`config.mk`:
```
export PLATFORM = sky130hd
export DESIGN_NAME = hex_keypad_scanner
export DESIGN_NICKNAME = d
export VERILOG_FILES = /design/src/rtl/hex_keypad_scanner.sv
export SDC_FILE = /design/constraint.sdc
export NUM_CORES = 1
export LEC_CHECK = 0
export BUFFER_PORTS_ARGS = -buffer_cell sky130_fd_sc_hd__buf_4
export CAP_MARGIN = 20
export CORE_ASPECT_RATIO = 0.8
export CORE_MARGIN = 4
export CORE_UTILIZATION = 55
export DETAILED_ROUTE_END_ITERATION = 16
export GPL_TIMING_DRIVEN = 0
export HOLD_SLACK_MARGIN = 0.05
export PLACE_DENSITY = 0.8
export SLEW_MARGIN = 20
export SYNTH_ARGS = -nofsm -noshare
export SYNTH_HDL_FRONTEND = slang
export SYNTH_SLANG_ARGS = --single-unit
```
`constraint.sdc`:
```
create_clock -name clk -period 12.5 [get_ports clk]
set_clock_uncertainty 0.05 [all_clocks]
set_input_delay 1.875 -clock clk [delete_from_list [all_inputs] [get_ports clk]]
set_output_delay 1.875 -clock clk [all_outputs]
set_load 0.005 [all_outputs]
```
`src/rtl/hex_keypad_scanner.sv`:
```
// ---------------------------------------------------------------------------
// hex_keypad_scanner
//   Scans a 4x4 hex keypad by strobing one column low at a time and sampling
//   the rows at the end of each column period. A full four-column scan is
//   classified as no key, one key or several keys. Presses and releases are
//   debounced over whole scans. Each accepted press produces one event, and
//   its hex digit is shifted into an address register.
//
// Ports
//   clk        system clock
//   reset      asynchronous, active-low reset
//   col_out    column drive, active-low, exactly one bit low
//   row_in     row sense, active-low, asynchronous to clk
//   key_valid  one-cycle pulse when a debounced press is accepted
//   key_code   last accepted key, row_index*4 + col_index
//   key_held   high from acceptance until debounced release
//   addr_out   hex-entry shift register, newest digit in the low nibble
// ---------------------------------------------------------------------------
module hex_keypad_scanner #(
  parameter int SCAN_DIV       = 100000,
  parameter int DEBOUNCE_SCANS = 4,
  parameter int ADDR_W         = 8
) (
  input  logic              clk,
  input  logic              reset,
  output logic [3:0]        col_out,
  input  logic [3:0]        row_in,
  output logic              key_valid,
  output logic [3:0]        key_code,
  output logic              key_held,
  output logic [ADDR_W-1:0] addr_out
);

  localparam int DIV_W = $clog2(SCAN_DIV);
  localparam int CNT_W = $clog2(DEBOUNCE_SCANS + 1);

  localparam logic [DIV_W-1:0] DIV_LAST = DIV_W'(SCAN_DIV - 1);
  localparam logic [DIV_W-1:0] DIV_ZERO = DIV_W'(0);
  localparam logic [CNT_W-1:0] CNT_DONE = CNT_W'(DEBOUNCE_SCANS);
  localparam logic [CNT_W-1:0] CNT_ONE  = CNT_W'(1);
  localparam logic [CNT_W-1:0] CNT_ZERO = CNT_W'(0);

  typedef enum logic [1:0] {
    IDLE       = 2'd0,
    PRESS_DB   = 2'd1,
    HELD       = 2'd2,
    RELEASE_DB = 2'd3
  } state_t;

  typedef enum logic [1:0] {
    CLS_NONE   = 2'd0,
    CLS_SINGLE = 2'd1,
    CLS_MULTI  = 2'd2
  } cls_t;

  // Classify a full-scan snapshot. Result is {class, key code}. Snapshot bit
  // position is col*4 + row, while the key code is row*4 + col, so the two
  // 2-bit halves of the position are swapped to form the code.
  function automatic logic [5:0] classify(input logic [15:0] snap);
    logic [1:0] ones;
    logic [3:0] pos;
    logic [1:0] cls;
    ones = 2'd0;
    pos  = 4'd0;
    for (int i = 0; i < 16; i++) begin
      if (snap[i]) begin
        pos = 4'(i);
        if (ones != 2'd2) begin
          ones = ones + 2'd1;
        end else begin
          ones = ones;
        end
      end else begin
        pos = pos;
      end
    end
    case (ones)
      2'd0:    cls = CLS_NONE;
      2'd1:    cls = CLS_SINGLE;
      default: cls = CLS_MULTI;
    endcase
    return {cls, pos[1:0], pos[3:2]};
  endfunction

  logic [3:0]       row_meta_r;
  logic [3:0]       row_sync_r;
  logic [DIV_W-1:0] div_r;
  logic [1:0]       col_idx_r;
  logic [15:0]      snap_r;
  state_t           state_r;
  state_t           state_n;
  logic [3:0]       cand_r;
  logic [3:0]       cand_n;
  logic [CNT_W-1:0] cnt_r;
  logic [CNT_W-1:0] cnt_n;
  logic [CNT_W-1:0] cnt_inc_s;

  logic              sample_s;
  logic              scan_done_s;
  logic [1:0]        col_idx_n_s;
  logic [15:0]       col_bits_s;
  logic [15:0]       snap_full_s;
  logic [5:0]        cls_word_s;
  cls_t              cls_s;
  logic [3:0]        cls_code_s;
  logic              accept_s;
  logic [ADDR_W-1:0] addr_shift_s;

  assign sample_s    = (div_r == DIV_LAST);
  assign scan_done_s = sample_s && (col_idx_r == 2'd3);
  assign col_idx_n_s = col_idx_r + 2'd1;
  // Pressed rows of the current column, placed at bits col_idx*4 + row.
  assign col_bits_s  = {12'h000, ~row_sync_r} << {col_idx_r, 2'b00};
  assign snap_full_s = snap_r | col_bits_s;
  assign cls_word_s  = classify(snap_full_s);
  assign cls_s       = cls_t'(cls_word_s[5:4]);
  assign cls_code_s  = cls_word_s[3:0];
  assign cnt_inc_s   = (cnt_r == CNT_DONE) ? cnt_r : (cnt_r + CNT_ONE);

  // A 4-bit register has no room to shift, so it simply takes the new digit.
  generate
    if (ADDR_W == 4) begin : g_addr_narrow
      assign addr_shift_s = cand_n;
    end else begin : g_addr_wide
      assign addr_shift_s = {addr_out[ADDR_W-5:0], cand_n};
    end
  endgenerate

  // Two-flop synchronizer for the asynchronous row inputs; idle rows read high.
  always_ff @(posedge clk or negedge reset) begin
    if (!reset) begin
      row_meta_r <= 4'hF;
      row_sync_r <= 4'hF;
    end else begin
      row_meta_r <= row_in;
      row_sync_r <= row_meta_r;
    end
  end

  // Column period divider, column index and registered column drive.
  always_ff @(posedge clk or negedge reset) begin
    if (!reset) begin
      div_r     <= DIV_ZERO;
      col_idx_r <= 2'd0;
      col_out   <= 4'b1110;
    end else if (sample_s) begin
      div_r     <= DIV_ZERO;
      col_idx_r <= col_idx_n_s;
      col_out   <= ~(4'b0001 << col_idx_n_s);
    end else begin
      div_r     <= div_r + DIV_W'(1);
      col_idx_r <= col_idx_r;
      col_out   <= col_out;
    end
  end

  // Snapshot accumulates each column's rows and clears once the scan is classified.
  always_ff @(posedge clk or negedge reset) begin
    if (!reset) begin
      snap_r <= 16'h0000;
    end else if (scan_done_s) begin
      snap_r <= 16'h0000;
    end else if (sample_s) begin
      snap_r <= snap_full_s;
    end else begin
      snap_r <= snap_r;
    end
  end

  // Debounce FSM state, candidate key and saturating scan counter.
  always_ff @(posedge clk or negedge reset) begin
    if (!reset) begin
      state_r <= IDLE;
      cand_r  <= 4'h0;
      cnt_r   <= CNT_ZERO;
    end else begin
      state_r <= state_n;
      cand_r  <= cand_n;
      cnt_r   <= cnt_n;
    end
  end

  // Debounce FSM next state; only a completed scan can move it.
  always_comb begin
    state_n  = state_r;
    cand_n   = cand_r;
    cnt_n    = cnt_r;
    accept_s = 1'b0;
    if (scan_done_s) begin
      case (state_r)
        IDLE: begin
          if (cls_s == CLS_SINGLE) begin
            cand_n = cls_code_s;
            cnt_n  = CNT_ONE;
            if (CNT_DONE <= CNT_ONE) begin
              accept_s = 1'b1;
              state_n  = HELD;
            end else begin
              state_n  = PRESS_DB;
            end
          end else begin
            state_n = IDLE;
          end
        end
        PRESS_DB: begin
          if (cls_s == CLS_SINGLE) begin
            if (cls_code_s == cand_r) begin
              cnt_n = cnt_inc_s;
              if (cnt_inc_s >= CNT_DONE) begin
                accept_s = 1'b1;
                state_n  = HELD;
              end else begin
                state_n  = PRESS_DB;
              end
            end else begin
              cand_n  = cls_code_s;
              cnt_n   = CNT_ONE;
              state_n = PRESS_DB;
            end
          end else begin
            state_n = IDLE;
          end
        end
        HELD: begin
          // Any key activity keeps the current press held: no repeat, no roll-over.
          if (cls_s == CLS_NONE) begin
            cnt_n = CNT_ONE;
            if (CNT_DONE <= CNT_ONE) begin
              state_n = IDLE;
            end else begin
              state_n = RELEASE_DB;
            end
          end else begin
            state_n = HELD;
          end
        end
        RELEASE_DB: begin
          if (cls_s == CLS_NONE) begin
            cnt_n = cnt_inc_s;
            if (cnt_inc_s >= CNT_DONE) begin
              state_n = IDLE;
            end else begin
              state_n = RELEASE_DB;
            end
          end else begin
            state_n = HELD;
          end
        end
        default: begin
          state_n = IDLE;
          cnt_n   = CNT_ZERO;
        end
      endcase
    end else begin
      state_n = state_r;
    end
  end

  // Registered key outputs; code and address change only on an accepted press.
  always_ff @(posedge clk or negedge reset) begin
    if (!reset) begin
      key_valid <= 1'b0;
      key_code  <= 4'h0;
      key_held  <= 1'b0;
      addr_out  <= '0;
    end else begin
      key_valid <= accept_s;
      key_held  <= (state_n == HELD) || (state_n == RELEASE_DB);
      if (accept_s) begin
        key_code <= cand_n;
        addr_out <= addr_shift_s;
      end else begin
        key_code <= key_code;
        addr_out <= addr_out;
      end
    end
  end

endmodule

```
==> run metrics <==
clk slew on worst S/H paths=0.05 ns; unrepaired setup endpoints after global routing=no; aggregate global routing overflow=0; final period utilization=71.2%; Die H=92.8 um; fin area=0.00552 mm^2; Static Leak=2.50 nW; FF-to-FF Start=row_sync_r[1]; WHS=0.305 ns; Synth area leader=dfrtp_1; hold bufs inserted after CTS=0; clock sinks=66; IO Count=24; worst rel slew slack=43.5%; cell area after synthesis=0.00494 mm^2; core area=0.00863 mm^2; DRT Pass-1 Iters=6; Vias=4,631; worst min-delay path startpoint=row_meta_r[0]; crit end category=flip-flop; asr flop ratio synth=100%; vias in the first global route=4,327; Post-Place Cells=717; final net count=635; Synth top cells by count=nor2_1 (116), dfrtp_1 (55), nand2_1 (45); area delta synth->final=11.7%; Starting Density=57.2%; top_reg_cell synth=dfrtp_1; Hold WC Path Type=flip-flop to flip-flop; Final setup viols=0; most common cell in the synthesized netlist=nor2_1; WHS Path Cells=0; MaxCap Viol Count=0; CP Max Fanout=10; initial antenna violation count=0; Arr. time, crit path=9.04 ns; Yosys reg bits=66; Yosys warning count=0; first-pass GRT wire length=20,200 um; CTS buffer count=9; PD cells=94.7 mW/mm^2; syn_area_per_cell=8.49 um^2; DRC=0; layout cells sized above 1=17.9%; TritonCTS clock tree=built; cts repair resizes=0; RePlAce Congestion=0.929; CP max stage delay=0.56 ns; dpl hpwl=8490 um; worst r2r path cells=29; final non-filler cell total=733; Routed WL=11,800 um; min Tclk post-route=8.90 ns; post-synthesis sequential area ratio=33.7%; Worst VDD drop=0.0853 mV; worst skew pair latency=0.32 ns; Hold Path Sink=row_sync_r[0]; row count=30; worst slack at placement=3.90 ns; Synth Net Count=601; Worst Path Class, Setup=flip-flop to flip-flop; Setup Fix Bufs, Post-CTS=0; final count of hold timing violations=0; Vias/cell=6.32; ANT cells=0; fin. max-slew vios=0; Distinct cells, synth=87; Post-DRT Antenna Nets=0; clock buffer depth=2; Synth top area share=27.8%; First DRT Iteration DRCs=356; setup TNS=0 ns; Tot GR Track Use=23.0%; f_max=112 MHz; H-tree Lvls=3; Mapped Cells=582; Slew @ Worst Pin=0.837 ns; most frequent CP cell=ha_1; placed cell area=0.00526 mm^2; fill cell count=704; Die ar.=0.0106 mm^2; Die X=114 um; R2R setup slack=3.60 ns; final worst setup slack=3.60 ns; CTS root buf=clkbuf_16; number of flops mapped to enable cells by yosys=0; Port Buffers=23; dominant cells by area after synthesis=dfrtp_1 (28%), nor2_1 (8.8%), dfstp_2 (5.8%); post-DR wirelength/cell=16.1 um; worst path required time=12.65 ns; element type at the critical path start=flip-flop; status=finished, final reports clean; CP max-delay cell=or4_1; pin count of the biggest net entering global routing=67; R2R Path End=addr_out[3]
[logic make-up after synthesis]
| logic type | after synthesis | share of synthesized area [%] |
|---|---|---|
| and+or+nand+nor | 269 | 26.8 |
| AOI/OAI and AO/OA | 144 | 22.2 |
| DFF | 66 | 33.7 |
| buffers and inverters | 43 | 4.30 |
| xor gates and xnor gates | 29 | 5.72 |
| muxes | 18 | 4.08 |
| adders and majority gates | 13 | 3.29 |
[sequential cells by signal, summed over array words and instances, names as in the netlist]
signal      cells
col_out         4
row_sync_r      4
key_valid       1
addr_out        5
cnt_r           3
col_idx_r       2
row_meta_r      4
div_r          17
key_held        1
state_r         2
snap_r         16
key_code        3
cand_r          4
[per-layer routing]
| metal | wire, um | global-route usage [%] | share of wire [%] |
|---|---|---|---|
| met5 | 0 | 0 | 0 |
| met4 | 210 | 7.22 | 1.8 |
| met3 | 747 | 4.38 | 6.3 |
| met2 | 5500 | 36.5 | 46 |
| met1 | 5380 | 31.8 | 45 |
[area by class of cell]
type	instances	area, um^2	share of cell area [%]
flip-flops and latches	66	1670	30.2
multi-input cells	473	3060	55.5
clock buffers	11	233	4.22
plain buffers	28	156	2.83
well taps	112	140	2.54
clock inverters	5	31.3	0.567
repair buffers	23	173	3.13
inverters	15	56.3	1.02
[power breakdown]
part	leakage [nW]	internal [mW]	total, mW	switching, mW
Clock	0.129	0.133	0.219	0.0860
Sequential	0.869	0.216	0.217	0.000336
Combinational	1.51	0.0322	0.0866	0.0544
Total	2.50	0.382	0.522	0.141
[metrics by stage]
stage / power (mW) / utilization, %
final: 0.522 / 63.9
after CTS: 0.524 / 63.9
after global placement: 0.302 / 60.9
after floorplan: 0.284 / -
after detailed placement: 0.304 / 60.9
after global routing: 0.544 / 63.9
[how the worst max path moves through the flow]
stage	start	endpoint	slack, ns	cells after the start
after floorplan	row_sync_r[1]	addr_out[3]	4.75	31
after global placement	row_sync_r[1]	addr_out[3]	4.01	30
after detailed placement	row_sync_r[1]	addr_out[3]	3.90	29
after CTS	row_sync_r[1]	addr_out[3]	3.81	30
after global routing	row_sync_r[1]	addr_out[3]	3.15	31
final	row_sync_r[1]	addr_out[3]	3.60	29
[critical path: cells and delay by family, from the launching register on]
family | cells | cell delay (ns)
adder cells (fa/ha/maj) | 3 | 0.96
buffers and inverters | 2 | 0.61
multiplexers | 3 | 0.59
flip-flops | 1 | 0.51
AND/OR/NAND/NOR | 8 | 2.35
AO/OA/AOI/OAI | 11 | 3.07
XOR/XNOR | 2 | 0.63
[cell usage in the layout (no fill, tap or decap), types with 5 or more instances in the layout]
cell type and count:
a211o_1 7, a211oi_1 11, a21o_1 7, a21oi_1 19, a31oi_1 6, buf_1 5, buf_4 30, clkbuf_1 13
clkbuf_16 9, dfrtp_1 55, dfstp_2 11, ha_1 13, inv_1 14, mux2_2 12, nand2_1 45, nand3_1 23
nand4_1 8, nor2_1 116, nor2b_1 5, nor3_1 11, nor4_1 9, o211ai_1 6, o21ai_0 24, or2_2 16
xnor2_1 14, xor2_1 12
No activity file was read; power rests on OpenSTA's default activity.
